### src/rtl/ntt_pkg.sv
// rtl/ntt_pkg.sv - shared coefficient types and widths for the NTT bank datapath
package ntt_pkg;

  localparam int NTT_DATA_W = 32;
  localparam int NTT_ADDR_W = 8;

  typedef logic [NTT_DATA_W-1:0] coef_t;
  typedef logic [NTT_ADDR_W-1:0] coef_addr_t;

  typedef struct packed {
    coef_addr_t addr;
    coef_t      data;
  } bank_word_t;

  function automatic logic [15:0] sat_inc16(input logic [15:0] v);
    return (v == 16'hFFFF) ? v : v + 16'd1;
  endfunction

endpackage

### src/rtl/ntt_sync_fifo.sv
// rtl/ntt_sync_fifo.sv - small synchronous FIFO with pointer/count bookkeeping
module ntt_sync_fifo #(
  parameter int WIDTH = 40,
  parameter int DEPTH = 2
) (
  input  logic                         clk,
  input  logic                         rst_n,
  input  logic                         push,
  input  logic [WIDTH-1:0]             wdata,
  input  logic                         pop,
  output logic [WIDTH-1:0]             rdata,
  output logic                         full,
  output logic                         empty,
  output logic [$clog2(DEPTH+1)-1:0]   count
);

  localparam int PTR_W = $clog2(DEPTH);
  localparam int CNT_W = $clog2(DEPTH+1);

  logic [WIDTH-1:0] mem_q [DEPTH];
  logic [WIDTH-1:0] mem_d [DEPTH];
  logic [PTR_W-1:0] wr_ptr_q, wr_ptr_d;
  logic [PTR_W-1:0] rd_ptr_q, rd_ptr_d;
  logic [CNT_W-1:0] count_q, count_d;
  logic             do_push, do_pop;

  assign full    = (count_q == CNT_W'(DEPTH));
  assign empty   = (count_q == '0);
  assign do_push = push && !full;
  assign do_pop  = pop && !empty;
  assign rdata   = mem_q[rd_ptr_q];
  assign count   = count_q;

  // Pointers wrap naturally because DEPTH is a power of two.
  always_comb begin
    mem_d    = mem_q;
    wr_ptr_d = wr_ptr_q;
    rd_ptr_d = rd_ptr_q;
    count_d  = count_q;
    if (do_push) begin
      mem_d[wr_ptr_q] = wdata;
      wr_ptr_d        = wr_ptr_q + PTR_W'(1);
    end
    if (do_pop) begin
      rd_ptr_d = rd_ptr_q + PTR_W'(1);
    end
    case ({do_push, do_pop})
      2'b10:   count_d = count_q + CNT_W'(1);
      2'b01:   count_d = count_q - CNT_W'(1);
      default: count_d = count_q;
    endcase
  end

  always_ff @(posedge clk or negedge rst_n) begin
    if (!rst_n) begin
      for (int i = 0; i < DEPTH; i++) begin
        mem_q[i] <= '0;
      end
      wr_ptr_q <= '0;
      rd_ptr_q <= '0;
      count_q  <= '0;
    end else begin
      mem_q    <= mem_d;
      wr_ptr_q <= wr_ptr_d;
      rd_ptr_q <= rd_ptr_d;
      count_q  <= count_d;
    end
  end

endmodule

### src/rtl/ntt_bank_demux.sv
// rtl/ntt_bank_demux.sv - 1-to-2 coefficient router into two bank write FIFOs
// Optional DEMUX_STATS_EN adds stall and per-bank pop counters.
module ntt_bank_demux
  import ntt_pkg::*;
#(
  parameter int DATA_W        = NTT_DATA_W,
  parameter int ADDR_W        = NTT_ADDR_W,
  parameter int DEPTH         = 2,
  parameter int ROUTE_BY_ADDR = 0
) (
  input  logic              clk,
  input  logic              rst_n,
  input  logic              in_valid,
  output logic              in_ready,
  input  logic [DATA_W-1:0] in_data,
  input  logic [ADDR_W-1:0] in_addr,
  input  logic              sel,
  output logic              out0_valid,
  input  logic              out0_ready,
  output logic [DATA_W-1:0] out0_data,
  output logic [ADDR_W-1:0] out0_addr,
  output logic              out1_valid,
  input  logic              out1_ready,
  output logic [DATA_W-1:0] out1_data,
  output logic [ADDR_W-1:0] out1_addr,
  output logic              busy
`ifdef DEMUX_STATS_EN
  ,
  output logic [15:0]       stall_cnt,
  output logic [15:0]       out0_cnt,
  output logic [15:0]       out1_cnt
`endif
);

  localparam int WORD_W = ADDR_W + DATA_W;
  localparam int CNT_W  = $clog2(DEPTH+1);

  logic              tgt;
  logic [WORD_W-1:0] in_word, head0, head1;
  logic              full0, full1, empty0, empty1;
  logic [CNT_W-1:0]  cnt0, cnt1;
  logic              push0, push1, pop0, pop1;

  assign tgt      = (ROUTE_BY_ADDR != 0) ? in_addr[0] : sel;
  // Ready looks only at registered fullness, never at the bank readies.
  assign in_ready = tgt ? !full1 : !full0;
  assign in_word  = {in_addr, in_data};
  assign push0    = in_valid && in_ready && !tgt;
  assign push1    = in_valid && in_ready && tgt;

  assign out0_valid = !empty0;
  assign out1_valid = !empty1;
  assign pop0       = out0_valid && out0_ready;
  assign pop1       = out1_valid && out1_ready;
  assign {out0_addr, out0_data} = head0;
  assign {out1_addr, out1_data} = head1;
  assign busy = (|cnt0) || (|cnt1);

  ntt_sync_fifo #(.WIDTH(WORD_W), .DEPTH(DEPTH)) u_fifo0 (
    .clk   (clk),
    .rst_n (rst_n),
    .push  (push0),
    .wdata (in_word),
    .pop   (pop0),
    .rdata (head0),
    .full  (full0),
    .empty (empty0),
    .count (cnt0)
  );

  ntt_sync_fifo #(.WIDTH(WORD_W), .DEPTH(DEPTH)) u_fifo1 (
    .clk   (clk),
    .rst_n (rst_n),
    .push  (push1),
    .wdata (in_word),
    .pop   (pop1),
    .rdata (head1),
    .full  (full1),
    .empty (empty1),
    .count (cnt1)
  );

`ifdef DEMUX_STATS_EN
  logic [15:0] stall_cnt_q, stall_cnt_d;
  logic [15:0] out0_cnt_q, out0_cnt_d;
  logic [15:0] out1_cnt_q, out1_cnt_d;

  always_comb begin
    stall_cnt_d = stall_cnt_q;
    out0_cnt_d  = out0_cnt_q;
    out1_cnt_d  = out1_cnt_q;
    if (in_valid && !in_ready) stall_cnt_d = sat_inc16(stall_cnt_q);
    if (pop0)                  out0_cnt_d  = sat_inc16(out0_cnt_q);
    if (pop1)                  out1_cnt_d  = sat_inc16(out1_cnt_q);
  end

  always_ff @(posedge clk or negedge rst_n) begin
    if (!rst_n) begin
      stall_cnt_q <= '0;
      out0_cnt_q  <= '0;
      out1_cnt_q  <= '0;
    end else begin
      stall_cnt_q <= stall_cnt_d;
      out0_cnt_q  <= out0_cnt_d;
      out1_cnt_q  <= out1_cnt_d;
    end
  end

  assign stall_cnt = stall_cnt_q;
  assign out0_cnt  = out0_cnt_q;
  assign out1_cnt  = out1_cnt_q;
`endif

endmodule

### config.mk
export PLATFORM = sky130hd
export DESIGN_NAME = ntt_bank_demux
export DESIGN_NICKNAME = d
export VERILOG_FILES = /design/src/rtl/ntt_pkg.sv /design/src/rtl/ntt_sync_fifo.sv /design/src/rtl/ntt_bank_demux.sv
export SDC_FILE = /design/constraint.sdc
export NUM_CORES = 1
export LEC_CHECK = 0
export CAP_MARGIN = 20
export CORE_ASPECT_RATIO = 1.1
export CORE_MARGIN = 2
export CORE_UTILIZATION = 57
export DETAILED_ROUTE_END_ITERATION = 7
export PLACE_DENSITY = 0.86
export SLEW_MARGIN = 25
export SYNTH_ARGS = -nofsm -noshare
export SYNTH_HDL_FRONTEND = slang
export SYNTH_SLANG_ARGS = --single-unit
### constraint.sdc
create_clock -name clk -period 3.5 [get_ports clk]
set_input_delay 0.875 -clock clk [delete_from_list [all_inputs] [get_ports clk]]
set_output_delay 0.875 -clock clk [all_outputs]
set_load 0.02 [all_outputs]
==> results.toml <==
[run_status]
status = "finished, final reports clean"

[power_and_ir_drop]
switching_share_pct = 33.8
power.internal_mw = 6.79
power_mw = 10.3
power_density_nw_per_um2 = 1100
combinationalPowerShare_pct = 49.2
pwr-share-seq_pct = 34.4
p_clk_share_pct = 16.4
p_sw_mw = 3.47
p_leak_nw = 3.90
ir_worst_vdd_v = 0.000655

[sta]
fin_setup_tns_ns = 0
maxSlewHeadroom_pct = 53.9
worst_slew_pin_slew_ns = 0.691
rsz0062_at_grt = "false"
post-route-min-period_ns = 3.17
maxSlewViolCount = 0
clock.fmax_mhz = 316
finalSetupViolations = 0
finalClockSkew_ns = 0.00818
whs_ns = 0.465
hold_viol = 0
min_period_over_period_pct = 90.4

[clocking]
clock_sinks = 168
cts-htree-levels = 4
cts_hold_buf = 0
cts.clk_slew.worst_paths_ns = 0.05
cts_tree = "done"
post_cts_buffers = 0
cts-resized-gates = 0
clock_latency_ns = 0.43
clockBufferDepth = 2
root_buffer = "clkbuf_16"
cts_buffers = 17

[synthesis]
synth.distinct_cells = 22
muxShareOfSynthArea_pct = 37.2
synth-warning-count = 0
synth-simple-area-share_pct = 1.58
async_reset_ff_share_pct = 100
synthesis.nets = 513
synth_area_per_cell_um2 = 15.6
synth_top_area_share_pct = 57.8
synth_xor_area_share_pct = 1.20
synthCells = 465
synthAdderAreaFrac_pct = 0.344
yosysSeqAreaShare_pct = 57.8
ys_ff_latch = 168
synth_top_family_by_area = "multiplexers"
synthTopCellsByArea = "dfrtp_1, mux2_2, mux2_1"
syn-cell-area_um2 = 7270
synth_top_flop_cell = "dfrtp_1"
synth_area_leader_cell = "dfrtp_1"
synth_edf_count = 0
synth-compound-area-share_pct = 0.0688

[finish]
layout-drive-gt1-share_pct = 45.2
insertedDiodeCount = 0
fillers = 824
final_nets = 647
syn_to_final_growth_pct = 28.0
multi_input_area_um2 = 2940
area.sequential_um2 = 4210
finish.utilization_pct = 74.3

[die]
fp-row-count = 43
die_w_um = 112
die-area_um2 = 13700
die_h_um = 122
coreArea_um2 = 12500
initial_core_util_pct = 58.0
boundaryPins = 130

[global_routing]
grt_first_pass_wirelength_um = 24800
grt_pass1_vias = 4808
grt-ovfl-total = 0
grt_usage_pct = 23.7
antenna_found_initial = 0
grt_max_degree = 75

[worst_hold_path]
hold_path_class = "input port to async pin"

[detailed_routing]
remaining_drc_errors = 0
routed_wl_um = 15300
num_vias = 4318
drt_iter0_drc = 112
firstDrtPassIters = 4
wl_per_cell_um = 19.9
ant_nets = 0
vias_per_cell = 5.62

[run]
drv_cap = 0

[place]
place.gp.congestion = 0.774
post-dp-hpwl_um = 10000
io_buffers = 129

[critical_path]
critPathMostFrequentCell = "clkdlybuf4s50_1"
critPathSlowestCell = "clkdlybuf4s50_1"
crit_fanout = 8
start_kind = "input port"
crit_required_ns = 2.62
arrival_ns = 2.29
slowest_delay_ns = 0.62
crit_type = "input port to output pin"
worstSetupEndpointType = "output pin"
critical_path.cell_chain = "clkdlybuf4s50_1 -> nor2_1 -> a21oi_1 -> clkdlybuf4s50_1"
registers in the layout, indices dropped and copies added (netlist names):
register and count:
u_fifo0.mem_q 80, u_fifo1.mem_q 80, u_fifo1.count 2, u_fifo1.rd_ptr_q 1
u_fifo0.count 2, u_fifo0.rd_ptr_q 1, u_fifo0.wr_ptr_q 1, u_fifo1.wr_ptr_q 1
per-layer routing:
layer	up-vias	track usage (%)	share of wire (%)
li1	1937	-	-
met3	28	5.58	3.6
met4	0	10.2	2.4
met2	97	41.5	52
met1	2256	28.2	42
met5	-	0	0
layout by cell type (no fill, tap or decap), types with 2 or more instances in the layout:
cell             instances
and2_1                   2
buf_12                   4
buf_4                    8
clkbuf_1                 6
clkbuf_16               17
clkbuf_8                 5
clkdlybuf4s50_1        128
clkinv_2                 3
dfrtp_1                166
dfrtp_2                  2
ha_1                     2
mux2_1                   9
mux2_2                 231
nand2b_1                 2
nor2_1                   3
or2_2                    3
xnor2_1                  6
xor2_1                   4
cell type report:
cell class,instances,share of cell area [%]
flip-flops and latches,168,45.2
multi-input cells,271,31.6
repair buffers,141,15.4
clock buffers,28,5.55
well taps,157,2.11
clock inverters,3,0.161
path summary, 6_finish.rpt:
kind / start / end / slack [ns] / cells after the start
setup / recovery: sel / in_ready / 0.33 / 4
hold / removal: rst_n / u_fifo0.mem_q[72] / 0.46 / 1
setup reg to reg: u_fifo0.count[0] / u_fifo0.mem_q[16] / 1.66 / 4
hold reg to reg: u_fifo0.mem_q[46] / u_fifo0.mem_q[46] / 0.49 / 1
max in group asynchronous: rst_n / u_fifo1.mem_q[21] / 2.19 / 2
min in group clk: u_fifo0.mem_q[46] / u_fifo0.mem_q[46] / 0.49 / 1
metrics by stage:
| step | instance area [µm²] | worst slack (ns) | instances |
|---|---|---|---|
| 2_1_floorplan | 7270 | 1.38 | 465 |
| 3_3_place_gp | 8780 | 0.360 | 737 |
| 3_5_place_dp | 8780 | 0.336 | 737 |
| 4_1_cts | 9310 | 0.329 | 768 |
| 5_1_grt | 9310 | 0.260 | 768 |
| 6_report | 9310 | 0.335 | 768 |
synth_stat cells (2+ instances only):
cell and n:
and2_1 2, buf_2 18, buf_4 4, clkbuf_1 4
dfrtp_1 168, ha_1 2, mux2_1 9, mux2_2 231
nand2b_1 2, nor2_1 3, or2_2 3, xnor2_1 6
xor2_1 4
kinds of logic (layout without fill, tap and decap cells):
logic type,Yosys count,count (layout)
and+or+nand+nor,18,18
buffers and inverters,26,172
muxes,240,240
adders and majority gates,2,2
DFF,168,168
xor gates and xnor gates,10,10
AOI/OAI and AO/OA,1,1
power by group through the flow:
stage               clock, mW  combinational [mW]  sequential (mW)
floorplan                   0                3.21             3.28
global placement            0                4.96             3.43
detailed placement          0                5.07             3.54
CTS                      1.71                5.11             3.52
global route             1.80                5.35             3.65
finish                   1.68                5.05             3.53
worst max-delay path: cells and delay by family:
| family | cells | cell delay (ns) |
|---|---|---|
| AOI/OAI and AO/OA | 1 | 0.13 |
| buffers and inverters | 2 | 1.21 |
| and+or+nand+nor | 1 | 0.08 |
Power figures use the tool's default switching activity.
